[src/rtl/des_round_ctrl.sv]
// des_round_ctrl: sequences load, 16 Feistel rounds and final permutation for a DES datapath,
// with a per-round key-schedule rotate amount and a valid/ready handshake on both sides.
module des_round_ctrl #(
  parameter int ROUND_CYCLES = 1
) (
  input  logic       clk,
  input  logic       rst_n,
  input  logic       in_valid,
  output logic       in_ready,
  input  logic       decrypt,
  output logic       load,
  output logic       round_en,
  output logic [3:0] round_idx,
  output logic [1:0] key_shift,
  output logic       key_dir,
  output logic       final_en,
  output logic       out_valid,
  input  logic       out_ready,
  output logic       busy
);
  typedef enum logic [2:0] {IDLE, LOAD, ROUND, FINAL, OUT} state_t;
  state_t     state;
  logic [3:0] sub;
  logic [3:0] idx;
  logic       mode;
  logic       last_sub;
  assign last_sub = sub == 4'(ROUND_CYCLES - 1);
  always_ff @(posedge clk or negedge rst_n) begin
    if (!rst_n) begin
      state <= IDLE;
      sub   <= '0;
      idx   <= '0;
      mode  <= 1'b0;
    end else begin
      case (state)
        IDLE: if (in_valid) begin
          state <= LOAD;
          mode  <= decrypt;
        end
        LOAD: begin
          state <= ROUND;
          sub   <= '0;
          idx   <= '0;
        end
        ROUND: if (last_sub) begin
          sub <= '0;
          idx <= idx + 4'd1;
          if (idx == 4'd15) state <= FINAL;
        end else sub <= sub + 4'd1;
        FINAL: state <= OUT;
        OUT: if (out_ready) state <= IDLE;
        default: state <= IDLE;
      endcase
    end
  end
  assign in_ready  = state == IDLE;
  assign busy      = state != IDLE;
  assign load      = state == LOAD;
  assign round_en  = state == ROUND && last_sub;
  assign final_en  = state == FINAL;
  assign out_valid = state == OUT;
  assign round_idx = idx;
  assign key_dir   = mode;
  // Decrypt skips the first rotate; otherwise rounds 0,1,8,15 rotate by one and the rest by two.
  always_comb
    key_shift = !round_en ? 2'd0 :
                (idx == 4'd0) ? (mode ? 2'd0 : 2'd1) :
                (idx == 4'd1 || idx == 4'd8 || idx == 4'd15) ? 2'd1 : 2'd2;
endmodule
[config.mk]
export PLATFORM = sky130hd
export DESIGN_NAME = des_round_ctrl
export DESIGN_NICKNAME = d
export VERILOG_FILES = /design/src/rtl/des_round_ctrl.sv
export SDC_FILE = /design/constraint.sdc
export NUM_CORES = 1
export LEC_CHECK = 0
export CAP_MARGIN = 20
export CORE_MARGIN = 4
export CORE_UTILIZATION = 47
export DETAILED_ROUTE_END_ITERATION = 10
export PLACE_DENSITY_LB_ADDON = 0.2
export SLEW_MARGIN = 10
export SYNTH_ARGS = -nofsm -noshare
export SYNTH_HDL_FRONTEND = slang
export SYNTH_SLANG_ARGS = --single-unit
[constraint.sdc]
create_clock -name clk -period 2 [get_ports clk]
set_input_delay 0.4 -clock clk [delete_from_list [all_inputs] [get_ports clk]]
set_output_delay 0.4 -clock clk [all_outputs]
set_load 0.1 [all_outputs]
* Word level (Yosys, flattened, before mapping)
Index checks and enable logic that the tools add are counted.
Widths: inputs -> output; s select.
** Storage, ports and cells
- Flip-flop bits (word level) :: 12
- Input port bits :: 5
- Output and inout port bits :: 13
- Word-level logic and storage cells :: 41
** Cells by class
- Add/subtract/negate cells :: 2
- Equal/unequal tests :: 11
- Multiplexer cells :: 13
- Reductions and logical operators :: 11
** Operator list (count)
- $pmux 4 s2 :: 2
- $pmux 3 s5 :: 1
- $mux 3 :: 4
- $add 4x1->4 const B :: 2
- $eq 4x4->1 const B :: 2
- $logic_not 4->1 :: 2
- $mux 4 :: 2
- $eq 3x2->1 const B :: 2
- $mux 2 :: 3
- $eq 4x1->1 const B :: 1
- $ne 2x1->1 const B :: 2
- $ne 2x2->1 const B :: 2
- $reduce_and 2->1 :: 2
- $reduce_and 4->1 :: 1
- $eq 3x1->1 const B :: 1
- $eq 3x3->1 const B :: 1
- $logic_not 3->1 :: 1
- $reduce_bool 3->1 :: 1
- $logic_or 1x1->1 :: 2
- $reduce_bool 2->1 :: 1
- $logic_and 1x1->1 :: 1
- $mux 1 :: 1

* Depth between registers and ports, before layout
Gate-level depths: netlist (run 1).
- Word-level depth :: 6
- Depth in mapped cells :: 5

* Worst setup path after synthesis (run 1)
OpenSTA, ideal clock, no wires.
- Path type :: register to output
- From :: register state[2]
- To :: output busy
- Data arrival time :: 3.979 ns
- Data required time :: 1.600 ns
- Setup slack :: -2.379 ns
- Cell stages (with the launch flop) :: 4
- Path buffers :: 1
- Cells stage by stage :: dfrtp_1 -> clkbuf_1 -> nor3_1 -> inv_1
** Between the ends
- Word-level cells in the longest chain between the ends :: 1
** Ends and longest elaborated chain
- start, declared :: RTL line 22 : state_t state;
- start signal, assigned :: RTL line 30 : state <= IDLE;
- start signal, assigned :: RTL line 37 : state <= LOAD;
- start signal, assigned :: RTL line 41 : state <= ROUND;
- $reduce_bool 3->1 :: RTL line 57 : assign busy = state != IDLE;
- end, declared :: RTL line 19 : output logic busy
Every way passes these cells.

* Final worst setup path (run 1)
- From :: register idx[0], in the netlist round_idx[0]
- To :: output key_shift[1]
** Between the ends
- Word-level cells in the longest chain between the ends :: 6
- Elaborated cells on any way between the ends :: 9
- Those cells by class :: eq/ne: 3; mux: 3; reduce/logical: 3
** Ends and longest elaborated chain
- start, declared :: RTL line 24 : logic [3:0] idx;
- start signal, assigned :: RTL line 47 : idx <= idx + 4'd1;
- $eq 4x1->1 or $eq 4x4->1 (tied branches) :: RTL line 68 : (idx == 4'd1 || idx == 4'd8 || idx == 4'd15) ? 2'd1 : 2'd2;
- $logic_or 1x1->1 (2 in a row) :: RTL line 68
- $mux 2 :: RTL line 68
- $mux 2 (*) :: RTL line 67 : (idx == 4'd0) ? (mode ? 2'd0 : 2'd1) :
- $mux 2 (*) :: RTL line 66 : key_shift = !round_en ? 2'd0 :
- end, declared :: RTL line 14 : output logic [1:0] key_shift,
Every way passes the cells marked *; elsewhere a longest branch is shown, timed or not.

==> flow_summary.ini, run 1 <==
[floorplanning]
die_h_um = 47.87
floorplan.die.width_um = 47.87
floorplan.core_area_sq_um = 1506
io-pin-count = 18
fp.dieArea_sq_um = 2291
rows = 14
initial_utilization = 0.4958

[setup_path]
critical_path.reg2reg.startpoint = sub[1]
path_class = reg2out
crit_path_max_fanout = 5
sequence_of_cells_on_the_critical_path = ha_1 > and3_1 > nor3b_4 > buf_12
setup.worst_path.start_class = register
worst_r2r_path_depth = 5
critical_path.endpoint = key_shift[1]
critical_path_required_ps = 1600
crit_slowest_cell = sky130_fd_sc_hd__dfrtp_4
critical-path-max-stage-delay_ps = 510
crit_arrival_ps = 1700
timing.critical_path.to_type = output pin
critical_path.startpoint = round_idx[0]
reg2reg_slack_ps = 160
critical_path.reg2reg.endpoint = round_idx[3]

[clock_network]
clock_tree.buffer_depth = 2
clk-insertion-delay-late_ps = 280
clkSinkCount = 12
clkTransAtPathRegs_ps = 80
post_cts_hold_buffer_count = 0
cts-buffers-inserted = 3
cts_tree = built
clock-root-buffer = sky130_fd_sc_hd__clkbuf_4
htree_num_levels = 1

[timing]
transition_at_the_pin_with_the_smallest_max_transition_slack_ps = 575.8
slew_viol_final = 0
max_freq_mhz = 475.6
final_critical_path_setup_slack_ps = -102.7
maxSlewHeadroom = 0.6149
rsz0062_at_grt = yes
clock_skew_ps = 4.080
hold_viol = 0
finalWorstPathRequiredPeriod_ps = 2103
final-setup-viol-count = 3
fin_crit_sh = 1.051

[yosys]
netlist_top_cells_area = sky130_fd_sc_hd__dfrtp_1 (40%), sky130_fd_sc_hd__ha_1 (8.4%), sky130_fd_sc_hd__inv_1 (4.5%)
synth_ff_type = sky130_fd_sc_hd__dfrtp_1
yosys.area_share.adder = 0.08375
synthMostInstantiatedCell = sky130_fd_sc_hd__dfrtp_1
yosysSeqAreaShare = 0.4020
synth_enable_flop_cells = 0
synthDominantAreaCellType = sky130_fd_sc_hd__dfrtp_1
yosys.area_share.simple = 0.2379
largest_family_of_logic_cells_by_synthesized_area = simple AND/OR/NAND/NOR gates
post_synth_xor_area_fraction = 0.01173
synth_compound_gate_area_share = 0.1457
syn-mean-instance-area_sq_um = 9.455
total_of_flip_flops_plus_latches_after_synthesis = 12
yosysUniqueCellTypes = 34
synth_fp_nets = 89
post-synth-top-area-fraction = 0.4020
synth_mux_area_frac = 0.04355
synthesis.yosys.warnings = 0
asyncSetResetFlopFracSynth = 1.000
synthesis.instances = 79
mapped_cell_area_sq_um = 747.0
ys_top_cells_by_count = sky130_fd_sc_hd__dfrtp_1 (12), sky130_fd_sc_hd__inv_1 (9), sky130_fd_sc_hd__o21ai_0 (6)

[final_layout]
multi_input_comb_area_sq_um = 498.0
layout-drive-gt1-share = 0.4907
area_growth_pct = 67.00
fillers = 89
n_antenna_cell = 0
design.final.nets = 119
post-route-cell-area_sq_um = 1247
final-seq-area_sq_um = 310.3
fin_util = 0.8281

[grt]
grt_pass1_wl_um = 3029
grt_overflow = 0
grt_start_max_net_pins = 13
number_of_antenna_violations_at_the_first_check_in_global_routing = 0
first_global_vias = 711
grt_util_all_layers = 0.1907

[route]
total_number_of_vias = 714
viasPerCell = 5.758
post_drt_antenna_nets = 0
route.detailed.drc = 0
dr.pass1.iters = 4
routedWlPerCell_um = 15.83
dr_iter_0_viols = 12
postRouteWirelength_um = 1963

[placed_design]
gpl.final_weighted_congestion = 0.8113
port_buffers = 17
dpl.hpwl_um = 1419
place_worst_setup_slack_ps = 44.46
detailed_place.area_sq_um = 1132

[job]
cap_violations = 0

[run_status]
failed_checks = setup timing
outcome = complete, but fails checks

[hold_path]
min_path_type = in2async
-- metal layers --
metal | GRT usage | share of wire | up-vias
li1 | - | - | 340
met1 | 0.2136 | 0.40 | 352
met2 | 0.3615 | 0.55 | 18
met3 | 0.02256 | 0.035 | 4
met4 | 0.06989 | 0.014 | 0
met5 | 0 | 0 | -
-- stage by stage --
stage | hold slack [ps] | cells | TNS (ps)
6_report | 487.4 | 124 | -206.4
5_1_grt | 519.5 | 124 | -480.7
4_1_cts | 507.0 | 124 | -170.0
3_5_place_dp | 532.2 | 117 | 0
3_3_place_gp | 522.0 | 117 | 0
2_1_floorplan | 104.4 | 79 | -1795
-- how the worst min path moves through the flow --
stage             from           end  slack, ps  cells after the start
5_1_grt          rst_n        sub[3]        520                      1
4_1_cts          rst_n  round_idx[0]        510                      1
6_report         rst_n        sub[3]        490                      1
3_3_place_gp   key_dir       key_dir        520                      1
2_1_floorplan    rst_n       key_dir        100                      0
3_5_place_dp    sub[2]        sub[2]        530                      1
-- sequential cells by signal (all words and copies together) (netlist names) --
register	count
round_idx	4
sub	4
state	3
key_dir	1
-- layout make-up --
| type | count | share of cell area |
|---|---|---|
| multi-input cells | 55 | 0.3992 |
| inverters | 9 | 0.03511 |
| well taps | 16 | 0.01605 |
| clock buffers | 4 | 0.02106 |
| flip-flops and latches | 12 | 0.2487 |
| repair buffers | 28 | 0.2798 |
-- critical path, delay by kind of cell (launching register included) --
family	cells	cell delay, ps
adders and majority gates	1	250
DFF	1	510
buffers and inverters	1	200
and+or+nand+nor	2	460
-- cell usage in the layout (no fill, tap or decap), types with 2 or more instances in the layout --
cell type / Yosys / routed
sky130_fd_sc_hd__buf_4: 1 / 13
sky130_fd_sc_hd__buf_12: 0 / 10
sky130_fd_sc_hd__dfrtp_1: 12 / 8
sky130_fd_sc_hd__inv_1: 9 / 6
sky130_fd_sc_hd__o21ai_0: 6 / 6
sky130_fd_sc_hd__nand3_1: 5 / 5
sky130_fd_sc_hd__clkdlybuf4s50_1: 0 / 4
sky130_fd_sc_hd__and3_1: 3 / 3
sky130_fd_sc_hd__nor2_1: 3 / 3
sky130_fd_sc_hd__nand2_1: 4 / 3
sky130_fd_sc_hd__ha_1: 5 / 3
sky130_fd_sc_hd__clkbuf_4: 0 / 3
sky130_fd_sc_hd__nor3b_2: 0 / 2
sky130_fd_sc_hd__nor3b_4: 0 / 2
sky130_fd_sc_hd__clkinvlp_4: 0 / 2
sky130_fd_sc_hd__mux2_2: 2 / 2
sky130_fd_sc_hd__a31oi_1: 2 / 2
sky130_fd_sc_hd__o211ai_1: 2 / 2
sky130_fd_sc_hd__dfrtp_4: 0 / 2
sky130_fd_sc_hd__dfrtp_2: 0 / 2
-- repair_timing --
| action | in CTS | in global routing |
|---|---|---|
| pin swaps | 5 | 3 |
| setup buffers | 3 | 0 |
| gates resized for setup | 12 | 1 |
| endpoints found under the setup margin | 3 | 3 |
-- logic make-up (layout without fill, tap and decap cells) --
logic type / count (synthesis) / after routing
AO/OA/AOI/OAI: 17 / 17
XOR/XNOR: 1 / 1
adder cells (fa/ha/maj): 5 / 5
buffers and inverters: 12 / 41
flip-flops: 12 / 12
multiplexers: 3 / 3
AND/OR/NAND/NOR: 29 / 29
Power of run 1 is not shown: default switching activity piles up to over one toggle a cycle in this logic, so the estimate is an artifact.
==> inputs of run 2 (changes only) <==
==> constraint.sdc (replaced) <==
create_clock -name clk -period 2 [get_ports clk]
set_input_delay 0.4 -clock clk [delete_from_list [all_inputs] [get_ports clk]]
set_output_delay 0.4 -clock clk [all_outputs]
set_load 0.05 [all_outputs]
==> flow_summary.ini, run 2 (synthesized netlist as in run 1, its figures left out) <==
[route]
post_drt_antenna_nets = 0
route.detailed.drc = 0
dr.pass1.iters = 5
viasPerCell = 5.790
postRouteWirelength_um = 2013
routedWlPerCell_um = 16.23
total_number_of_vias = 718
dr_iter_0_viols = 11

[final_layout]
layout.cells.most_common_list = sky130_fd_sc_hd__buf_4 (15), sky130_fd_sc_hd__dfrtp_1 (10), sky130_fd_sc_hd__buf_12 (7)
fillers = 96
layout.cells.most_common = sky130_fd_sc_hd__buf_4
layout-drive-gt1-share = 0.4537
design.final.nets = 120
post-route-cell-area_sq_um = 1196
n_antenna_cell = 0
area_growth_pct = 60.13

[grt]
met1_usage = 0.1886
grt-busiest-layer = met2
met2_usage = 0.3668
grt_pass1_wl_um = 3022
grt_overflow = 0
number_of_antenna_violations_at_the_first_check_in_global_routing = 0
grt_start_max_net_pins = 13
grt_util_all_layers = 0.1945
first_global_vias = 718
met3_track_utilization_from_global_routing = 0.05263

[floorplanning]
floorplan.core_area_sq_um = 1506
rows = 14
fp.dieArea_sq_um = 2291
floorplan.die.width_um = 47.87
io-pin-count = 18
die_h_um = 47.87
initial_utilization = 0.4958

[setup_path]
sequence_of_cells_on_the_critical_path = inv_1 > ha_2 > nor3b_4 > nand2_4 > a211oi_4 > buf_12
reg2reg_slack_ps = 230
crit_path_max_fanout = 4
crit_slowest_cell = sky130_fd_sc_hd__dfrtp_1
timing.critical_path.to_type = output pin
crit_arrival_ps = 1660
critical_path.startpoint = sub[1]
critical-path-max-stage-delay_ps = 390
setup.worst_path.start_class = register
critical_path.reg2reg.endpoint = round_idx[3]
critical_path_required_ps = 1600
worst_r2r_path_depth = 5
critical_path.reg2reg.startpoint = sub[1]
path_class = reg2out

[clock_network]
cts_tree = built
clkTransAtPathRegs_ps = 80
clk-insertion-delay-late_ps = 280
clock-root-buffer = sky130_fd_sc_hd__clkbuf_4
cts-buffers-inserted = 3
htree_num_levels = 1
clock_tree.buffer_depth = 2
post_cts_hold_buffer_count = 0
clkSinkCount = 12

[hold_path]
min_path_type = in2async

[placed_design]
dpl.hpwl_um = 1372
gpl.final_weighted_congestion = 0.8174
port_buffers = 17
detailed_place.area_sq_um = 1054
place_worst_setup_slack_ps = -61.32

[job]
cap_violations = 0

[timing]
finalWorstPathRequiredPeriod_ps = 2064
final_critical_path_setup_slack_ps = -64.38
max_freq_mhz = 484.4
maxSlewHeadroom = 0.6142
transition_at_the_pin_with_the_smallest_max_transition_slack_ps = 576.9
clock_skew_ps = 3.951
slew_viol_final = 0
fin_crit_sh = 1.032
final-setup-viol-count = 3
rsz0062_at_grt = yes
hold_viol = 0

[power_and_ir_drop]
power_density_nw_per_um2 = 1765
vdd.ir_drop.worst_v = 0.0009929
leakagePower_nw = 0.5654

[run_status]
failed_checks = setup timing
outcome = complete, but fails checks
run 2: what timing repair did:
action                     in CTS  in global routing
pin swaps                       4                  2
setup endpoints to repair       4                  5
cloned                          0                  0
buffers inserted                4                  2
resized for setup              15                  4
run 2: metal layers:
layer / wire length (um) / part of all wire / vias up
met5: 0 / 0 / -
met4: 44 / 0.022 / 0
met3: 94 / 0.047 / 4
met2: 1087 / 0.54 / 27
met1: 786 / 0.39 / 349
li1: - / - / 338
run 2: area by class of cell:
| cell class | count | area [sq um] | share of cell area |
|---|---|---|---|
| multi-input cells | 55 | 491.7 | 0.4111 |
| repair buffers | 29 | 325.3 | 0.2720 |
| flip-flops and latches | 12 | 302.8 | 0.2531 |
| inverters | 9 | 33.78 | 0.02824 |
| clock buffers | 3 | 22.52 | 0.01883 |
| well taps | 16 | 20.02 | 0.01674 |
run 2: worst max path at each step:
| stage | end | cells past startpoint |
|---|---|---|
| final | key_shift[0] | 6 |
| after global routing | key_shift[1] | 6 |
| after CTS | key_shift[1] | 6 |
| after detailed placement | key_shift[0] | 6 |
| after global placement | key_shift[0] | 6 |
| after floorplan | final_en | 2 |
run 2: power by group:
group | internal, W | leakage [nW] | switching [W]
Combinational | 0.000688 | 0.395 | 0.000851
Clock | 0.0000700 | 0.0138 | 0.0000853
Sequential | 0.000315 | 0.156 | 0.000101
run 2: metrics by stage:
step | hold WS (ps) | utilization | setup TNS [ps] | std cells | total power, W
after floorplan | 104.4 | - | -705.1 | 79 | 0.001270
after global placement | 517.9 | 0.6993 | 0 | 115 | 0.001777
after detailed placement | 521.9 | 0.6993 | -122.0 | 115 | 0.001808
after CTS | 499.3 | 0.7757 | -98.18 | 122 | 0.002097
after global routing | 513.2 | 0.7940 | -377.5 | 124 | 0.002225
final | 482.6 | 0.7940 | -129.1 | 124 | 0.002111
run 2: worst max-delay path: cells and delay by family (launching register included):
| family | cells | cell delay, ps |
|---|---|---|
| AO/OA/AOI/OAI | 1 | 220 |
| buffers and inverters | 2 | 250 |
| AND/OR/NAND/NOR | 2 | 340 |
| adder cells (fa/ha/maj) | 1 | 170 |
| flip-flops | 1 | 390 |
Power figures use the tool's default switching activity.
